--- config.mk ---
export PLATFORM = sky130hd
export DESIGN_NAME = btn_debounce
export DESIGN_NICKNAME = d
export VERILOG_FILES = /design/src/rtl/btn_debounce.sv
export SDC_FILE = /design/constraint.sdc
export NUM_CORES = 1
export LEC_CHECK = 0
export CORE_MARGIN = 2
export CORE_UTILIZATION = 60
export CTS_BUF_LIST = sky130_fd_sc_hd__clkbuf_2 sky130_fd_sc_hd__clkbuf_4 sky130_fd_sc_hd__clkbuf_8
export CTS_CLUSTER_DIAMETER = 80
export DETAILED_ROUTE_END_ITERATION = 8
export GPL_TIMING_DRIVEN = 1
export PLACE_DENSITY = 0.8
export SLEW_MARGIN = 0
export SYNTH_ARGS = -nofsm -noshare
export SYNTH_HDL_FRONTEND = slang
export SYNTH_SLANG_ARGS = --single-unit
--- constraint.sdc ---
create_clock -name clk -period 5.6 [get_ports clk]
set_input_delay 1.12 -clock clk [delete_from_list [all_inputs] [get_ports clk]]
set_output_delay 1.12 -clock clk [all_outputs]
set_load 0.01 [all_outputs]
--- src/rtl/btn_debounce.sv ---
`timescale 1ns/1ps
// btn_debounce: synchronise and debounce one raw push-button pin.
//   Produces a clean pressed level plus one-cycle press/release strobes,
//   and optionally a one-cycle long-press strobe.
// Optional feature macro: BTN_LONGPRESS_EN (enables long_p; otherwise long_p = 0).
// Ports:
//   clk        system clock
//   rst_n      asynchronous active-low reset
//   btn_raw    raw, bouncy, asynchronous button pin
//   btn_db     debounced level, 1 = pressed
//   press_p    one-cycle strobe on btn_db 0->1
//   release_p  one-cycle strobe on btn_db 1->0
//   long_p     one-cycle strobe LONG_CYC cycles after press_p while still held
module btn_debounce #(
  parameter int unsigned DEBOUNCE_CYC = 500000,
  parameter int unsigned LONG_CYC     = 50000000,
  parameter bit          BTN_ACTIVE   = 1'b1
) (
  input  logic clk,
  input  logic rst_n,
  input  logic btn_raw,
  output logic btn_db,
  output logic press_p,
  output logic release_p,
  output logic long_p
);

  localparam int unsigned CNT_W = $clog2(DEBOUNCE_CYC + 1);
  localparam logic [CNT_W-1:0] DEB_MAX = CNT_W'(DEBOUNCE_CYC);

  // Elaboration-time parameter sanity checks
  if (DEBOUNCE_CYC < 1) begin : g_chk_deb
    $error("btn_debounce: DEBOUNCE_CYC must be >= 1");
  end
  if (LONG_CYC < 1) begin : g_chk_long
    $error("btn_debounce: LONG_CYC must be >= 1");
  end

  typedef enum logic [1:0] {
    RELEASED     = 2'd0,
    PRESS_PEND   = 2'd1,
    PRESSED      = 2'd2,
    RELEASE_PEND = 2'd3
  } state_e;

  state_e           state_q, state_d;
  logic [CNT_W-1:0] cnt_q, cnt_d;
  logic [1:0]       sync_q;
  logic             pin_n;
  logic             s;
  logic             btn_db_d;
  logic             press_d;
  logic             release_d;

  // Normalise polarity so 1 always means pressed
  assign pin_n = btn_raw ^ ~BTN_ACTIVE;
  assign s     = sync_q[1];

  // Two-flop synchroniser
  always_ff @(posedge clk or negedge rst_n) begin
    if (!rst_n) begin
      sync_q <= 2'b00;
    end else begin
      sync_q <= {sync_q[0], pin_n};
    end
  end

  // State, counter and registered outputs
  always_ff @(posedge clk or negedge rst_n) begin
    if (!rst_n) begin
      state_q   <= RELEASED;
      cnt_q     <= '0;
      btn_db    <= 1'b0;
      press_p   <= 1'b0;
      release_p <= 1'b0;
    end else begin
      state_q   <= state_d;
      cnt_q     <= cnt_d;
      btn_db    <= btn_db_d;
      press_p   <= press_d;
      release_p <= release_d;
    end
  end

  // Next-state and stability counter; cnt stops at DEB_MAX so it never wraps
  always_comb begin
    state_d = state_q;
    cnt_d   = cnt_q;
    case (state_q)
      RELEASED: begin
        if (s) begin
          state_d = PRESS_PEND;
          cnt_d   = CNT_W'(1);
        end
      end
      PRESS_PEND: begin
        if (!s) begin
          state_d = RELEASED;
          cnt_d   = '0;
        end else if (cnt_q == DEB_MAX) begin
          state_d = PRESSED;
          cnt_d   = '0;
        end else begin
          cnt_d = cnt_q + CNT_W'(1);
        end
      end
      PRESSED: begin
        if (!s) begin
          state_d = RELEASE_PEND;
          cnt_d   = CNT_W'(1);
        end
      end
      RELEASE_PEND: begin
        if (s) begin
          state_d = PRESSED;
          cnt_d   = '0;
        end else if (cnt_q == DEB_MAX) begin
          state_d = RELEASED;
          cnt_d   = '0;
        end else begin
          cnt_d = cnt_q + CNT_W'(1);
        end
      end
      default: begin
        state_d = RELEASED;
        cnt_d   = '0;
      end
    endcase
  end

  // Output decode: strobes fire on the same edge that commits the level change
  always_comb begin
    press_d   = 1'b0;
    release_d = 1'b0;
    btn_db_d  = btn_db;
    if ((state_q == PRESS_PEND) && s && (cnt_q == DEB_MAX)) begin
      press_d  = 1'b1;
      btn_db_d = 1'b1;
    end
    if ((state_q == RELEASE_PEND) && !s && (cnt_q == DEB_MAX)) begin
      release_d = 1'b1;
      btn_db_d  = 1'b0;
    end
  end

`ifdef BTN_LONGPRESS_EN
  localparam int unsigned LCNT_W = $clog2(LONG_CYC + 1);
  localparam logic [LCNT_W-1:0] LONG_MAX  = LCNT_W'(LONG_CYC);
  localparam logic [LCNT_W-1:0] LONG_LAST = LCNT_W'(LONG_CYC - 1);

  logic [LCNT_W-1:0] lcnt_q;

  // Hold-time counter; saturates at LONG_MAX so long_p fires once per press.
  // Bounces that stay inside RELEASE_PEND keep btn_db high and do not restart it.
  always_ff @(posedge clk or negedge rst_n) begin
    if (!rst_n) begin
      lcnt_q <= '0;
      long_p <= 1'b0;
    end else begin
      long_p <= 1'b0;
      if (press_d || release_d) begin
        lcnt_q <= '0;
      end else if (btn_db && (lcnt_q < LONG_MAX)) begin
        lcnt_q <= lcnt_q + LCNT_W'(1);
        if (lcnt_q == LONG_LAST) begin
          long_p <= 1'b1;
        end
      end
    end
  end
`else
  assign long_p = 1'b0;
`endif

endmodule

# Word-level counts from Yosys, hierarchy flattened
# Cells that the tools add are included.
[totals]
input_bits = 3
register_bits = 26
out_inout_bits = 4
[classes]
n_eq_ne = 8
add_sub_neg = 1
n_mux = 17
reduce_logical = 9
[ops]
columns = ["op", "n"]
rows = [
  ["two-way mux 19 bit", 5],
  ["case mux 19 bit (4 select lines)", 1],
  ["adder 19 x 1 -> 19 bit, second input constant", 1],
  ["equality test 19 bit, second input constant", 1],
  ["two-way mux 2 bit", 6],
  ["case mux 2 bit (4 select lines)", 1],
  ["inequality test 3 bit, second input constant", 2],
  ["equality test 2 bit, second input constant", 2],
  ["logical AND 1 bit", 4],
  ["two-way mux 1 bit", 4],
  ["inequality test 2 bit, second input constant", 2],
  ["AND reduction 4 bit", 1],
  ["equality test 2 x 1 -> 1 bit, second input constant", 1],
  ["zero test 2 bit", 1],
  ["AND reduction 2 bit", 1],
  ["nonzero test 2 bit", 1],
  ["zero test 1 bit", 1],
]

# Depth between registers and ports, before layout
[depth]
word_depth = 5
depth_mapped = 8
ltp_nobuf = 7

# Worst setup path after synthesis
# No wires, ideal clock.
[synth_timing]
kind = "register to register"
startpoint = "register cnt_q[0]"
endpoint = "register cnt_q[13]"
setup_slack_ps = 3742
setup_ps = 121
t_required_ps = 5479
t_arrival_ps = 1737
path_stages_with_launch = 9
n_path_buf = 1
cell_sequence = "dfrtp_1 > inv_1 > ha_1 > or4b_4 > nor2_2 > a21o_1 > buf_6 > o21ai_1 > a22o_1"
[synth_between]
elab_chain_len = 4
word_cells_on_any_way = 6
[synth_rtl]
columns = ["element", "line_no", "source"]
rows = [
  ["start, declared", "47", "logic [CNT_W-1:0] cnt_q, cnt_d;"],
  ["start signal, assigned", "78", "cnt_q <= cnt_d;"],
  ["adder 19 x 1 -> 19 bit or equality test 19 bit (tied branches)", "n/a", ""],
  ["two-way mux 19 bit *", "100, 117", ""],
  ["two-way mux 19 bit (on tied branches)", "114, 97", ""],
  ["case mux 19 bit (4 select lines) *", "89", "case (state_q)"],
]
# Mark *: on every way between the ends. The rest lies on a longest branch, timed or not.
# A chain may end at the register's enable or synchronous reset.

# Worst setup path after layout
[layout_timing]
startpoint = "register btn_db"
endpoint = "output btn_db"
[layout_rtl]
columns = ["element", "line_no", "source"]
rows = [
  ["start, declared", "22", "output logic btn_db,"],
  ["start signal, assigned", "79", "btn_db <= btn_db_d;"],
]
# No word-level cell between the ends.

==> run_results.csv <==
group,metric,value,unit
status,status,"finished, final reports clean",
synthesis,synthesis.area,0.00142,sq mm
timing,holdWs,0.394,ns
floorplan,chipHeight,52.6,um
floorplan,die_w,52.6,um
worst_hold_path,min_from,"sync_q[0]",
synthesis,syn_nets,158,
finish,antennaDiodeCount,0,
routing,number_of_iterations_in_the_first_detailed_routing_pass,4,
global_routing,first_global_vias,1056,
cts,root_buffer,"sky130_fd_sc_hd__clkbuf_4",
routing,drc_markers,0,
timing,finalCriticalPeriod,2.38,ns
power_and_ir_drop,ir_worst_vdd,0.351,mV
worst_setup_path,path_delay_family,"buffers and inverters",
worst_setup_path,cp.buffers_inverters,1,
cts,cts.reportedPaths.clkPinSlew,0.15,ns
synthesis,synth.distinct_cells,42,
routing,wl_per_cell,15.7,um
timing,final.setup_skew,0.00591,ns
placement,dp_hpwl,1990,um
timing,timing.max_slew.rel_slack,25.8,%
timing,max_freq,420,MHz
power_and_ir_drop,power_density,351,mW/mm^2
finish,final_common_cell,"sky130_fd_sc_hd__dfrtp_1",
finish,final_core_util,67.9,%
timing,max_slew.worst_pin.slew,1.11,ns
finish,register_area,651,sq um
cts,clockBufferDepth,2,
floorplan,rows,17,
floorplan,initial_utilization,64.0,%
cts,clk-insertion-delay-late,0.33,ns
floorplan,fp.dieArea,0.00276,sq mm
power_and_ir_drop,power_leakage,0.000630,uW
timing,rsz0062_at_grt,"false",
synthesis,proportion_of_synthesized_chip_area_in_sequential_cells,46.0,%
worst_setup_path,worstSetupPathType,"flip-flop to output pin",
worst_hold_path,whs_path_depth,0,
worst_setup_path,startpoint_type,"flip-flop",
global_routing,global_route_wire_length_before_repair,4770,um
cts,clock_tree_from_tritoncts,"built",
worst_setup_path,cp_data_required_time,4.48,ns
timing,min_period_over_period,42.6,%
global_routing,antenna_found_initial,0,
global_routing,gr-usage-all-layers,24.3,%
timing,report.final.setup_viol,0,
synthesis,yosysWarningCount,0,
finish,multi_input_comb_area,684,sq um
worst_setup_path,critical_path.max_stage_delay,0.54,ns
worst_setup_path,crit_path_max_fanout,3,
worst_setup_path,critPathArrivalTime,1.26,ns
worst_hold_path,worstHoldPathType,"flip-flop to flip-flop",
floorplan,core_region_area,0.00221,sq mm
placement,port-buffer-count,5,
finish,layout.cells.most_common_list,"sky130_fd_sc_hd__dfrtp_1 (26), sky130_fd_sc_hd__a21oi_1 (14), sky130_fd_sc_hd__nand2_1 (12)",
cts,cts-resized-gates,0,
worst_setup_path,cp-end-kind,"output pin",
timing,finalHoldViolCount,0,
routing,num_vias,1143,
finish,fraction_of_final_layout_cells_sized_beyond_drive_strength_1,8.39,%
worst_setup_path,rr_endpoint,"cnt_q[18]",
job,max_cap_violations,0,
floorplan,boundaryPins,7,
worst_setup_path,rr_worst_depth,7,
cts,cts-htree-levels,1,
synthesis,avgSynthCellArea,9.25,sq um
finish,area_delta_synth_final,6.19,%
routing,viasPerCell,6.25,
cts,cts_setup_buffers,0,
finish,finalNetCount,161,
placement,gp_routability_congestion,0.791,
worst_hold_path,whs_endpoint,"sync_q[1]",
worst_setup_path,reg2reg_setup_slack,3.35,ns
global_routing,overflow,0,
cts,clock-sinks,26,
worst_setup_path,reg2reg_launch_point,"cnt_q[0]",
routing,ant_nets,0,
cts,cts_hold_buffers,0,
routing,drt_first_iter_violations,52,
worst_setup_path,critPathSlowestCell,"sky130_fd_sc_hd__clkdlybuf4s50_1",
global_routing,maximum_number_of_pins_on_one_net_before_global_route_repair,27,
synthesis,postSynthRegisterBits,26,
timing,slew_violations,0,
synthesis,synth_cells,153,
finish,final.fill_count,179,
cts,cts-buffers-inserted,3,
routing,wirelength,2870,um
timing,finalSetupTns,0,ns
worst_setup_path,timing.critical_path.cells,"clkdlybuf4s50_1",
how the worst max path moves through the flow:
stage / from / end / slack [ns] / depth (start not counted)
after global routing: cnt_q[0] / cnt_q[18] / 3.14 / 7
after floorplan: cnt_q[0] / cnt_q[13] / 3.74 / 8
after detailed placement: rst_n / cnt_q[2] / 3.07 / 1
after global placement: rst_n / cnt_q[0] / 3.13 / 1
after CTS: btn_db / btn_db / 3.21 / 1
final: btn_db / btn_db / 3.22 / 1
kinds of logic (layout without fill, tap and decap cells):
logic type      after synthesis  count (layout)  synth area share, %
flops                        26              26                 46.0
buf+inv                      15              17                 5.66
other cells                   1               1                0.265
compound gates               45              45                 19.6
fa+ha+maj                     2               2                 1.77
simple gates                 62              62                 25.5
xor+xnor                      2               2                 1.24
per-stage QoR:
step                power [uW]  std cells  worst slack (ns)  instance area, sq um
global placement           390        179              3.13                  1450
CTS                        529        183              3.21                  1500
global route               561        183              3.14                  1500
detailed placement         400        179              3.07                  1450
finish                     528        183              3.22                  1500
floorplan                  377        153              3.74                  1420
cell usage after synthesis, drive strengths merged:
cell type,instances,area share (%)
nor3,7,3.3
a21oi,15,5.6
and2,1,0.44
nand4b,2,1.2
nor2,7,2.0
a31o,1,0.62
nand4,1,0.44
or2,2,0.88
o311ai,1,0.62
nand2,12,3.2
a211o,1,0.62
a22o,2,1.2
inv,8,2.1
or3,5,2.3
a32oi,1,0.62
clkbuf,2,0.53
a21boi,1,0.53
a311o,1,0.71
ha,2,1.8
a21o,1,0.53
conb,1,0.26
or4b,2,1.9
o21ai,11,3.9
buf,5,3.0
nand2b,3,1.3
a31oi,8,3.5
xor2,2,1.2
a41oi,1,0.62
nand3,10,3.5
and4,2,1.2
nor2b,1,0.44
o211ai,1,0.53
dfrtp,26,46
and3,7,3.2
cell type report:
cell class | instances | area share [%]
clock inverter | 1 | 2.00
timing repair buffer | 5 | 3.33
tap | 28 | 2.33
multi-input combinational | 112 | 45.5
sequential | 26 | 43.3
inverter | 8 | 2.00
clock buffer | 3 | 1.50
where the power goes:
| group | internal [uW] | switching [uW] |
|---|---|---|
| clock | 72.4 | 59.8 |
| combinational | 52.5 | 110 |
| sequential | 206 | 27.4 |
| total | 331 | 197 |
flip-flops by register name, summed over array words and instances, names as in the netlist, named ones only:
| signal | flops |
|---|---|
| cnt_q | 19 |
| sync_q | 2 |
| btn_db | 1 |
| release_p | 1 |
| press_p | 1 |
| state_q | 1 |
routing by layer:
metal,GRT usage [%],part of all wire [%],vias to the layer above
met5,0,0,-
li1,-,-,560
met4,17.5,3.3,0
met2,35.8,47,30
met1,32.6,46,545
met3,3.14,3.3,8
No activity file was read; power rests on OpenSTA's default activity.
